<file path="config.mk">
export PLATFORM = sky130hd
export DESIGN_NAME = hazard_stall_ctrl
export DESIGN_NICKNAME = d
export VERILOG_FILES = /design/src/rtl/hazard_stall_ctrl.sv
export SDC_FILE = /design/constraint.sdc
export NUM_CORES = 1
export LEC_CHECK = 0
export BUFFER_PORTS_ARGS = -buffer_cell sky130_fd_sc_hd__buf_2
export CAP_MARGIN = 5
export CORE_AREA = 2 2 68 70
export DETAILED_ROUTE_END_ITERATION = 7
export DIE_AREA = 0 0 70 72
export HOLD_SLACK_MARGIN = 0.03
export PLACE_DENSITY = 0.72
export SETUP_SLACK_MARGIN = 0.02
export SLEW_MARGIN = 30
export SYNTH_ARGS = -nofsm -noshare
export SYNTH_HDL_FRONTEND = slang
export SYNTH_SLANG_ARGS = --single-unit
</file>
<file path="constraint.sdc">
create_clock -name clk -period 4.55 [get_ports clk]
set_input_delay 0.2275 -clock clk [delete_from_list [all_inputs] [get_ports clk]]
set_output_delay 0.2275 -clock clk [all_outputs]
set_load 0.02 [all_outputs]
</file>
<file path="src/rtl/hazard_stall_ctrl.sv">
// hazard_stall_ctrl: load-use/HI-LO stalls, ID operand forwarding, mult/div sequencing, stall counter
module hazard_stall_ctrl #(
  parameter int MULT_CYCLES = 4,
  parameter int DIV_CYCLES  = 12,
  parameter int CNT_W       = 16
) (
  input  logic             clk,
  input  logic             rst_n,
  input  logic [4:0]       i_id_rs,
  input  logic [4:0]       i_id_rt,
  input  logic             i_id_uses_rs,
  input  logic             i_id_uses_rt,
  input  logic             i_id_md_start,
  input  logic             i_id_md_is_div,
  input  logic             i_id_hilo_read,
  input  logic [4:0]       i_ex_rd,
  input  logic             i_ex_rf_en,
  input  logic             i_ex_load,
  input  logic [4:0]       i_mem_rd,
  input  logic             i_mem_rf_en,
  input  logic [4:0]       i_wb_rd,
  input  logic             i_wb_rf_en,
  output logic             o_stall_pc,
  output logic             o_stall_ifid,
  output logic             o_bubble_idex,
  output logic [1:0]       o_fwd_a_sel,
  output logic [1:0]       o_fwd_b_sel,
  output logic             o_md_go,
  output logic             o_md_busy,
  output logic             o_hilo_we,
  output logic [CNT_W-1:0] o_stall_count
);
  localparam int MAXC = DIV_CYCLES > MULT_CYCLES ? DIV_CYCLES : MULT_CYCLES;
  localparam int CW = $clog2(MAXC);
  localparam logic [CW-1:0] MUL_LD = CW'(MULT_CYCLES - 1);
  localparam logic [CW-1:0] DIV_LD = CW'(DIV_CYCLES - 1);
  typedef enum logic {IDLE, BUSY} state_t;
  state_t           r_state;
  logic [CW-1:0]    r_cnt;
  logic             r_hilo_we;
  logic [CNT_W-1:0] r_stall_cnt;
  logic             w_ex_ok, w_mem_ok, w_wb_ok, w_lu, w_mh, w_stall, w_busy, w_go;
  // a load in EX is never a forwarding source; the load-use stall covers it
  assign w_ex_ok  = i_ex_rf_en && i_ex_rd != 5'd0 && !i_ex_load;
  assign w_mem_ok = i_mem_rf_en && i_mem_rd != 5'd0;
  assign w_wb_ok  = i_wb_rf_en && i_wb_rd != 5'd0;
  function automatic logic [1:0] fwd_sel(input logic uses, input logic [4:0] src,
      input logic [4:0] ex_rd, mem_rd, wb_rd, input logic ex_ok, mem_ok, wb_ok);
    return !uses ? 2'b00 :
           (ex_ok && ex_rd == src) ? 2'b01 :
           (mem_ok && mem_rd == src) ? 2'b10 :
           (wb_ok && wb_rd == src) ? 2'b11 : 2'b00;
  endfunction
  assign o_fwd_a_sel = fwd_sel(i_id_uses_rs, i_id_rs, i_ex_rd, i_mem_rd, i_wb_rd, w_ex_ok, w_mem_ok, w_wb_ok);
  assign o_fwd_b_sel = fwd_sel(i_id_uses_rt, i_id_rt, i_ex_rd, i_mem_rd, i_wb_rd, w_ex_ok, w_mem_ok, w_wb_ok);
  assign w_lu = i_ex_load && i_ex_rf_en && i_ex_rd != 5'd0 &&
                ((i_id_uses_rs && i_id_rs == i_ex_rd) || (i_id_uses_rt && i_id_rt == i_ex_rd));
  assign w_busy  = r_state == BUSY && !r_hilo_we;
  assign w_mh    = w_busy && (i_id_md_start || i_id_hilo_read);
  assign w_stall = w_lu || w_mh;
  assign w_go    = i_id_md_start && !w_stall;
  assign o_stall_pc    = w_stall;
  assign o_stall_ifid  = w_stall;
  assign o_bubble_idex = w_stall;
  assign o_md_go       = w_go;
  assign o_md_busy     = w_busy;
  assign o_hilo_we     = r_hilo_we;
  assign o_stall_count = r_stall_cnt;
  // the hilo_we cycle doubles as an idle slot so a waiting mult/div can issue back-to-back
  always_ff @(posedge clk or negedge rst_n) begin
    if (!rst_n) begin
      r_state     <= IDLE;
      r_cnt       <= '0;
      r_hilo_we   <= 1'b0;
      r_stall_cnt <= '0;
    end else begin
      r_hilo_we <= 1'b0;
      if (w_stall && r_stall_cnt != '1) r_stall_cnt <= r_stall_cnt + CNT_W'(1);
      if (r_state == IDLE || r_hilo_we) begin
        r_state <= w_go ? BUSY : IDLE;
        if (w_go) r_cnt <= i_id_md_is_div ? DIV_LD : MUL_LD;
      end else if (r_cnt > CW'(1)) begin
        r_cnt <= r_cnt - CW'(1);
      end else begin
        r_hilo_we <= 1'b1;
        r_cnt     <= '0;
      end
    end
  end
endmodule

</file>
-- Word-level counts from Yosys, hierarchy flattened
Cells that the tools add are included.
- output and inout port bits: 26
- register bits: 22
- bits of input ports: 36
- logic and storage cells: 62
- order comparisons: 1
- equality and inequality tests: 10
- add/subtract/negate cells: 2
- bitwise logic cells: 1
- mux-type cells: 15
- reduce and logical (&&, ||, !) cells: 29
- operator list (operator ; count):
    $eq A5 B5 Y1 ; 8
    $logic_and A1 B1 Y1 ; 19
    $add A16 B1 Y16 const B ; 1
    $mux W2 ; 8
    $mux W4 ; 4
    $ne A16 B16 Y1 const B ; 1
    $reduce_bool A5 Y1 ; 3
    $gt A4 B1 Y1 const B ; 1
    $logic_or A1 B1 Y1 ; 4
    $sub A4 B1 Y4 const B ; 1
    $logic_not A1 Y1 ; 3
    $mux W1 ; 3
    $ne A2 B2 Y1 const B ; 1
    $not A1 Y1 ; 1

-- Logic depth before layout (Yosys ltp)
Gate-level depths: netlist (run 1).
- depth after elaboration: 9
- mapped depth: 8

-- Worst setup path after synthesis (run 1)
OpenSTA, ideal clock, no wires.
- path kind: register to register
- start point: reg r_stall_cnt[4], in the netlist o_stall_count[4]
- end point: reg r_stall_cnt[1], in the netlist o_stall_count[1]
- path buffers: 0
- stages on the path, launching flop included: 6
- path slack: 2506 ps
- arrival time: 1919 ps
- library setup time: 125 ps
- path through: dfrtp_1 -> and4_4 -> nand4_4 -> or3_4 -> a31oi_4 -> mux2_4
- longest elaborated chain between the ends: 2
- RTL lines (item ; line ; source):
    start: declaration ; 41 ; logic [CNT_W-1:0] r_stall_cnt;
    start signal: assignment ; 78 ; if (w_stall && r_stall_cnt != '1) r_stall_cnt <= r_stall_cnt + CNT_W'(1);
    $ne A16 B16 Y1 ; 78 ;
    $logic_and A1 B1 Y1 ; 78 ;
Every way passes these cells.
A chain may end at the register's enable or synchronous reset.

-- Final worst setup path (run 1)
Ends and elaborated chain as after synthesis.

==> results.toml, run 1 <==
[status]
run_status = "finished, final reports clean"

[sta]
layout_setup_ws_ps = 2470
highest_clock_frequency_the_design_can_meet_ghz = 0.482
setup_tns_final_ps = 0
rsz_0062_raised_after_global_routing = "no"
final_hold_violating_endpoints = 0
slew-limit-headroom = 0.666
clock_skew_ps = 1.48
report.final.setup_viol = 0
finalWorstPathRequiredPeriod_ps = 2080
slew_at_the_pin_with_the_worst_max_slew_slack_ps = 501
final-max-slew-violation-count = 0
final_min_period_over_clock_period = 0.456
timing.hold.ws_ps = 295

[logic_synthesis]
synth_edf_count = 0
asyncSetResetFlopFracSynth = 1.00
yosysWarningCount = 0
synth_top_flop_cell = "sky130_fd_sc_hd__dfrtp_1"
mapped_cells = 181
synth.ff_latch_count = 22
mappedNetlistNets = 220
yosysUniqueCellTypes = 39
avgSynthCellArea_sq_um = 9.09
syn-cell-area_sq_um = 1650
synth_seq_area_share = 0.335

[layout]
final_cells = 295
area_delta_synth_final_pct = 24.5
final_common_cell = "sky130_fd_sc_hd__buf_2"
nNetsFinal = 284
nFillCells = 442
drive_gt1_frac = 0.313
layout.cells.most_common_list = "61 x sky130_fd_sc_hd__buf_2, 23 x sky130_fd_sc_hd__xnor2_1, 22 x sky130_fd_sc_hd__dfrtp_1"
antennaDiodeCount = 0

[global_route]
antenna_violations_before_repair = 0
grt_pass1_wl_um = 6520
overflow = 0
grt_usage = 0.159
grt_pass1_vias = 1427
maximum_number_of_pins_on_one_net_before_global_route_repair = 23

[critical_path]
worstSetupPathType = "reg2reg"
crit_path_end = "o_stall_count[1]"
worst_r2r_startpoint = "o_stall_count[4]"
start_kind = "register"
startpoint = "o_stall_count[4]"
worstPathRequired_ps = 4700
r2r.worst_path.cells = 5
timing.critical_path.arrival_ps = 2220
rrSetupSlack_ps = 2470
worstReg2RegEnd = "o_stall_count[1]"
critical_path.max_fanout = 10
timing.critical_path.to_type = "register"

[power]
static-leakage-power_nw = 0.979
total_power_mw = 0.810
power.density_nw_per_um2 = 396
vdd.ir_drop.worst_mv = 0.262

[routing]
drt_first_pass_iters = 4
vias = 1526
drtIter0Drc = 47
vias_per_cell = 5.17
drc_errors = 0
antenna_violating_nets_post_route = 0
wirelength_um = 3810
routed_wire_length_per_instance_um = 12.9

[die]
core-area_sq_um = 4260
fp.dieW_um = 70
pin_count = 62
initial_utilization = 0.386
dieArea_sq_um = 5040
dieHeight_um = 72
floorplan.rows = 24

[clock_network]
cts_max_level = 1
cts.repair_timing.setup_buffer_count = 0
clockRootBuffer = "sky130_fd_sc_hd__clkbuf_8"
clk-insertion-delay-late_ps = 250
numClockSinks = 22
cts_made_buffers = 3
clock_tree_from_tritoncts = "built"
clk_pin_slew_worst_paths_ps = 70
clockBufferDepth = 2

[placed_design]
routabilityCongestion = 0.908
place_ws_ps = 2480
dpl.cell_count = 291
hpwlAfterDp_um = 3120
io_buffer_count = 61

[hold_path]
hold_path_class = "in2reg"
hold-path-cell-count = 2

[job]
maxCapViolCount = 0
worst min-delay path by stage:
stage                        from          endpoint  slack, ps
finish              i_id_md_start           r_state        300
global route        i_id_md_start           r_state        310
CTS                 i_id_md_start           r_state        290
detailed placement          rst_n  o_stall_count[3]        220
global placement            rst_n  o_stall_count[3]        220
floorplan                   rst_n         o_hilo_we        -70
worst max-delay path: stages (launching register included):
cell                      delay, ps
sky130_fd_sc_hd__dfrtp_1        460
sky130_fd_sc_hd__and4_4         290
sky130_fd_sc_hd__nand4_4        140
sky130_fd_sc_hd__or3_4          370
sky130_fd_sc_hd__a31oi_4        370
sky130_fd_sc_hd__mux2_4         330
through the flow:
step / cell area (sq um) / utilization
3_5_place_dp: 2000 / 0.468
5_1_grt: 2050 / 0.480
6_report: 2050 / 0.480
4_1_cts: 2050 / 0.480
2_1_floorplan: 1650 / -
3_3_place_gp: 2000 / 0.468
synthesized netlist by cell type (3+ instances only):
master                    number  area [sq um]
sky130_fd_sc_hd__and3_1        4          25.0
sky130_fd_sc_hd__nor2_1       12          45.0
sky130_fd_sc_hd__a31oi_1       3          18.8
sky130_fd_sc_hd__nor4_1        7          43.8
sky130_fd_sc_hd__nand2_1      13          48.8
sky130_fd_sc_hd__xnor2_1      23           201
sky130_fd_sc_hd__xor2_1       21           184
sky130_fd_sc_hd__or4_1         3          22.5
sky130_fd_sc_hd__dfrtp_1      22           551
sky130_fd_sc_hd__inv_1         6          22.5
sky130_fd_sc_hd__nor3_1       11          55.1
sky130_fd_sc_hd__o21ai_0       8          40.0
sky130_fd_sc_hd__ha_1          3          37.5
sky130_fd_sc_hd__nand4_1       5          31.3
sky130_fd_sc_hd__nand3_1      14          70.1
report_power, final:
group	total (mW)	switching (mW)	internal [mW]	leakage [nW]
clock	0.117	0.0578	0.0590	0.0216
combinational	0.378	0.223	0.155	0.685
sequential	0.316	0.0657	0.250	0.272
registers in the layout (all words and copies together) (netlist names):
name and flops:
r_cnt 4, o_stall_count 16, r_state 1, o_hilo_we 1
cell type report:
cell class | instances | area [sq um] | area share
well taps | 52 | 65.1 | 0.0318
clock buffers | 3 | 41.3 | 0.0202
inverters | 7 | 26.3 | 0.0128
flip-flops and latches | 22 | 551 | 0.269
multi-input cells | 149 | 1050 | 0.513
repair buffers | 62 | 315 | 0.154
layer usage:
metal | GRT usage | vias up | wire length [um]
met5 | 0 | - | 0
met4 | 0.0385 | 0 | 8
met3 | 0.0250 | 2 | 278
met2 | 0.268 | 56 | 1750
met1 | 0.218 | 700 | 1770
li1 | - | 768 | -
cells by family after synthesis:
group | after synthesis | synth area share
xor gates and xnor gates | 44 | 0.234
AOI/OAI and AO/OA | 23 | 0.108
muxes | 2 | 0.0160
and+or+nand+nor | 77 | 0.257
DFF | 22 | 0.335
adders and majority gates | 3 | 0.0228
buffers and inverters | 10 | 0.0274
timing repair:
| action | CTS | global route |
|---|---|---|
| endpoints found under the hold margin | 22 | 0 |
| resized for setup | 0 | 0 |
| endpoints found under the setup margin | 0 | 0 |
| hold buffers | 1 | 0 |
No activity file was read; power rests on OpenSTA's default activity.
==> inputs of run 2 (changes only) <==
--- a/config.mk
+++ b/config.mk
@@ -11,7 +11,7 @@
 export DETAILED_ROUTE_END_ITERATION = 7
 export DIE_AREA = 0 0 70 72
 export HOLD_SLACK_MARGIN = 0.03
-export PLACE_DENSITY = 0.72
+export PLACE_DENSITY = 0.74
 export SETUP_SLACK_MARGIN = 0.02
 export SLEW_MARGIN = 30
 export SYNTH_ARGS = -nofsm -noshare
==> constraint.sdc (replaced) <==
create_clock -name clk -period 1.85 [get_ports clk]
set_input_delay 0.0925 -clock clk [delete_from_list [all_inputs] [get_ports clk]]
set_output_delay 0.0925 -clock clk [all_outputs]
set_load 0.02 [all_outputs]
==> run 2 against run 1 <==
  * Routed wire length grew 16%
  * Final cell count increased by 7.8%
  * Combinational power grew to 3.3 times the previous value
  * Maximum frequency grew 14%
  * Global-route usage up 1.9 points
  * Final area is 13% higher
  * Hold slack worse by 140 ps
  * Setup slack got worse by 2400 ps
==> results.toml, run 2 (synthesized netlist as in run 1, its figures left out) <==
[die]
dieHeight_um = 72
fp.dieW_um = 70
initial_utilization = 0.386
core-area_sq_um = 4260
pin_count = 62
dieArea_sq_um = 5040
floorplan.rows = 24

[layout]
sequential_cell_area_sq_um = 561
nNetsFinal = 306
fin_util = 0.540
multi_input_comb_area_sq_um = 1100
nFillCells = 400
largest_register_ffs = 16
area_delta_synth_final_pct = 40.1
final_common_cell = "sky130_fd_sc_hd__buf_2"
antennaDiodeCount = 0
final_cells = 318
drive_gt1_frac = 0.425
layout.cells.most_common_list = "61 x sky130_fd_sc_hd__buf_2, 23 x sky130_fd_sc_hd__xnor2_1, 21 x sky130_fd_sc_hd__xor2_1, 21 x sky130_fd_sc_hd__buf_4, 14 x sky130_fd_sc_hd__dfrtp_1"
post_route_cell_area_sq_um = 2300

[placed_design]
dpl.cell_count = 309
io_buffer_count = 61
placedInstanceArea_sq_um = 2150
routabilityCongestion = 0.955
hpwlAfterDp_um = 3570

[power]
static-leakage-power_nw = 1.10
p_int_mw = 1.38
power.density_nw_per_um2 = 1010
vdd.ir_drop.worst_mv = 0.845
power_switching_mw = 0.959
p_clk_frac = 0.147
combinational_share_of_power = 0.533
power.switching_fraction = 0.410
sequentialPowerShare = 0.320

[critical_path]
worstSetupPathType = "reg2reg"
worstPathRequired_ps = 2000
timing.critical_path.arrival_ps = 1970
timing.critical_path.to_type = "register"
start_kind = "register"
critical_path.max_fanout = 10

[clock_network]
clockRootBuffer = "sky130_fd_sc_hd__clkbuf_8"
numClockSinks = 22
clockBufferDepth = 2
cts_max_level = 1
clock_tree_from_tritoncts = "built"
clk-insertion-delay-late_ps = 260
cts_made_buffers = 3
clk_pin_slew_worst_paths_ps = 80

[routing]
wirelength_um = 4400
vias = 1670
vias_per_cell = 5.25
drc_errors = 0
drt_first_pass_iters = 4
drtIter0Drc = 31
antenna_violating_nets_post_route = 0
routed_wire_length_per_instance_um = 13.8

[sta]
final_min_period_over_clock_period = 0.986
highest_clock_frequency_the_design_can_meet_ghz = 0.548
final_hold_violating_endpoints = 0
clock_skew_ps = 5.65
rsz_0062_raised_after_global_routing = "yes"
report.final.setup_viol = 0
final-max-slew-violation-count = 0
finalWorstPathRequiredPeriod_ps = 1820
slew_at_the_pin_with_the_worst_max_slew_slack_ps = 493
slew-limit-headroom = 0.669
setup_tns_final_ps = 0

[global_route]
antenna_violations_before_repair = 0
maximum_number_of_pins_on_one_net_before_global_route_repair = 23
grt_usage = 0.178
grt_pass1_wl_um = 7400
grt_pass1_vias = 1664
overflow = 0

[hold_path]
hold_path_class = "in2reg"

[status]
run_status = "finished, final reports clean"

[job]
maxCapViolCount = 0
run 2: final timing paths:
check / start / to / slack, ps / cells past startpoint
worst max-delay path: o_stall_count[7] / o_stall_count[1] / 30 / 6
worst min-delay path: i_id_md_start / r_state / 150 / 2
worst max register to register: o_stall_count[7] / o_stall_count[1] / 30 / 6
worst min register to register: r_cnt[2] / o_hilo_we / 530 / 1
max in group asynchronous: rst_n / o_stall_count[5] / 1150 / 2
min in group asynchronous: rst_n / o_stall_count[3] / 320 / 2
run 2: cell type report:
class	instances	area share
clock buffer	4	0.0239
inverter	7	0.0114
multi-input combinational	149	0.479
sequential	22	0.243
tap	52	0.0282
timing repair buffer	84	0.214
run 2: per-layer routing:
| layer | global-route usage | up-vias | wire length, um |
|---|---|---|---|
| li1 | - | 816 | - |
| met1 | 0.221 | 783 | 1890 |
| met2 | 0.319 | 59 | 2140 |
| met3 | 0.0250 | 12 | 267 |
| met4 | 0.0641 | 0 | 104 |
| met5 | 0 | - | 0 |
run 2: worst max-delay path, cell delays in order (launching register included):
cell                      delay (ps)
sky130_fd_sc_hd__dfrtp_2         360
sky130_fd_sc_hd__and4_4          250
sky130_fd_sc_hd__nand4_4         110
sky130_fd_sc_hd__or3_4           360
sky130_fd_sc_hd__a31oi_4         190
sky130_fd_sc_hd__buf_12          150
sky130_fd_sc_hd__mux2_4          300
run 2: what timing repair did:
| action | CTS | global route |
|---|---|---|
| buffers inserted | 4 | 0 |
| hold buffers | 1 | 0 |
| gates resized for setup | 3 | 6 |
| pin swaps | 2 | 1 |
| endpoints found under the setup margin | 9 | 12 |
| endpoints found under the hold margin | 22 | 0 |
| gates cloned | 0 | 0 |
run 2: power groups by stage:
stage / sequential (mW) / combinational, mW / clock, mW
floorplan: 0.874 / 0.581 / 0
global placement: 0.729 / 1.13 / 0
detailed placement: 0.737 / 1.16 / 0
CTS: 0.747 / 1.24 / 0.351
global route: 0.766 / 1.37 / 0.368
finish: 0.748 / 1.25 / 0.343
run 2: through the flow:
stage | power (mW) | hold slack, ps | setup WS [ps]
2_1_floorplan | 1.45 | -203 | -79.0
3_3_place_gp | 1.86 | 77.8 | 6.38
3_5_place_dp | 1.90 | 87.5 | -53.4
4_1_cts | 2.34 | 155 | 8.11
5_1_grt | 2.51 | 162 | -17.7
6_report | 2.34 | 155 | 26.2
==> inputs of run 3 (changes only) <==
--- a/config.mk
+++ b/config.mk
@@ -10,6 +10,7 @@
 export CORE_AREA = 2 2 68 70
 export DETAILED_ROUTE_END_ITERATION = 7
 export DIE_AREA = 0 0 70 72
+export GPL_TIMING_DRIVEN = 0
 export HOLD_SLACK_MARGIN = 0.03
 export PLACE_DENSITY = 0.74
 export SETUP_SLACK_MARGIN = 0.02
==> run 3 against run 2 <==
  * The flow now finishes with violations (setup timing)
  * Clock-buffer cell count fell by 1
  * Clock skew is 1.3 ps lower
  * Hold slack lost 2.8 ps
  * Setup slack got worse by 43 ps
  * Sequential share of layout area is 0.62 points higher
  * Maximum frequency is 2.3% lower
  * Flip-flop and latch count unchanged
  * Combinational power shrank 6%
  * Final area fell by 2.5%
  * Critical path type unchanged
  * Largest cell class unchanged
==> results.toml, run 3 (synthesized netlist as in run 1, its figures left out) <==
[status]
run_status = "finished with violations"
failing_checks = "setup timing"

[die]
pin_count = 62
core-area_sq_um = 4260
dieHeight_um = 72
floorplan.rows = 24
initial_utilization = 0.386
dieArea_sq_um = 5040
fp.dieW_um = 70

[placed_design]
hpwlAfterDp_um = 3160
io_buffer_count = 61
routabilityCongestion = 0.911
place_ws_ps = -141

[sta]
highest_clock_frequency_the_design_can_meet_ghz = 0.536
clock_skew_ps = 4.40
final_hold_violating_endpoints = 0
final-max-slew-violation-count = 0
layout_setup_ws_ps = -16.7
report.final.setup_viol = 1
slew_at_the_pin_with_the_worst_max_slew_slack_ps = 499
slew-limit-headroom = 0.667
rsz_0062_raised_after_global_routing = "yes"
finalWorstPathRequiredPeriod_ps = 1870
final_min_period_over_clock_period = 1.01

[clock_network]
clock_tree_from_tritoncts = "built"
numClockSinks = 22
clockBufferDepth = 2
clk_pin_slew_worst_paths_ps = 80
cts_made_buffers = 3
cts_max_level = 1
clk-insertion-delay-late_ps = 270
clockRootBuffer = "sky130_fd_sc_hd__clkbuf_8"

[layout]
nFillCells = 401
nNetsFinal = 298
antennaDiodeCount = 0
largest_register_ffs = 16
layout.cells.most_common_list = "61 x sky130_fd_sc_hd__buf_2, 23 x sky130_fd_sc_hd__xnor2_1, 21 x sky130_fd_sc_hd__xor2_1"
area_delta_synth_final_pct = 36.6
final_common_cell = "sky130_fd_sc_hd__buf_2"
fin_util = 0.527
drive_gt1_frac = 0.407

[power]
static-leakage-power_nw = 1.07
power.density_nw_per_um2 = 1060
vdd.ir_drop.worst_mv = 0.807

[critical_path]
startpoint = "o_stall_count[11]"
start_kind = "register"
cpPeakStageDelay_ps = 400
timing.critical_path.to_type = "register"
worstSetupPathType = "reg2reg"
r2r.worst_path.cells = 6
cp.buffers_inverters = 1
timing.critical_path.arrival_ps = 2030
worstPathRequired_ps = 2010
cell_chain_of_the_critical_path = "and3_4 -> nand4_4 -> or3_4 -> a31oi_4 -> buf_12 -> mux2_4"
worstReg2RegEnd = "o_stall_count[1]"
critical_path.max_fanout = 10
crit_path_end = "o_stall_count[1]"
timing.critical_path.max_delay_family = "simple AND/OR/NAND/NOR gates"
critical_path.slowest_cell = "sky130_fd_sc_hd__dfrtp_2"
critical_path_depth = 6
rrSetupSlack_ps = -20
worst_r2r_startpoint = "o_stall_count[11]"

[routing]
wirelength_um = 4230
routed_wire_length_per_instance_um = 13.7
drtIter0Drc = 31
drt_first_pass_iters = 4
drc_errors = 0
antenna_violating_nets_post_route = 0
vias_per_cell = 5.21
vias = 1614

[job]
maxCapViolCount = 0

[global_route]
grt_pass1_vias = 1557
antenna_violations_before_repair = 0
grt_usage = 0.171
maximum_number_of_pins_on_one_net_before_global_route_repair = 23
grt_pass1_wl_um = 7020
overflow = 0

[hold_path]
hold_path_class = "in2reg"
==> run 3: changes by cell type in the layout (fill, tap and decap cells not counted), sizes merged <==
cell    previous run  this run
buf               83        75
bufinv             0         1
clkbuf             4         3
==> run 3: layer usage <==
layer	up-vias	part of all wire	GRT usage
li1	798	-	-
met1	748	0.42	0.210
met2	62	0.50	0.304
met3	6	0.064	0.0250
met4	0	0.020	0.0705
met5	-	0	0
==> run 3: stage by stage <==
step / instances / setup TNS, ps / cell area (sq um) / power [mW] / hold slack (ps)
after global placement: 294 / -769 / 2030 / 1.75 / 86.6
after CTS: 308 / -15.9 / 2210 / 2.36 / 146
after detailed placement: 294 / -1160 / 2030 / 1.78 / 81.8
after floorplan: 181 / -130 / 1660 / 1.45 / -203
final: 310 / -16.7 / 2250 / 2.38 / 152
after global routing: 310 / -216 / 2250 / 2.54 / 174
==> run 3: area by class of cell <==
cell class,instances,area (sq um),area share
flip-flops and latches,22,561,0.249
multi-input cells,149,1090,0.486
clock buffers,3,41.3,0.0184
inverters,7,26.3,0.0117
repair buffers,74,418,0.186
clock inverters,1,30.0,0.0134
plain buffers,2,15.0,0.00668
well taps,52,65.1,0.0290
==> run 3: how the worst min path moves through the flow <==
stage | startpoint | to | cells past startpoint
floorplan | rst_n | o_hilo_we | 0
global placement | rst_n | o_stall_count[3] | 1
detailed placement | rst_n | o_stall_count[3] | 1
CTS | i_id_md_start | r_state | 2
global route | i_id_md_start | r_state | 2
finish | i_id_md_start | r_state | 2
==> run 3: power by group <==
group,switching [mW],leakage (nW),total (mW),internal [mW]
registers,0.124,0.261,0.748,0.624
clock network,0.165,0.0357,0.454,0.289
logic,0.656,0.773,1.18,0.522
total,0.944,1.07,2.38,1.44
==> run 3: timing repair <==
item	4_1_cts	5_1_grt
buffers inserted	10	2
gates resized for setup	4	6
hold buffers	1	0
endpoints found under the hold margin	22	0
endpoints found under the setup margin	16	18
pin swaps	2	3
==> run 3: worst register-to-register path: stages (launching register included) <==
cell and delay (ps):
sky130_fd_sc_hd__dfrtp_2 400, sky130_fd_sc_hd__and3_4 220, sky130_fd_sc_hd__nand4_4 140, sky130_fd_sc_hd__or3_4 370, sky130_fd_sc_hd__a31oi_4 190, sky130_fd_sc_hd__buf_12 150, sky130_fd_sc_hd__mux2_4 290
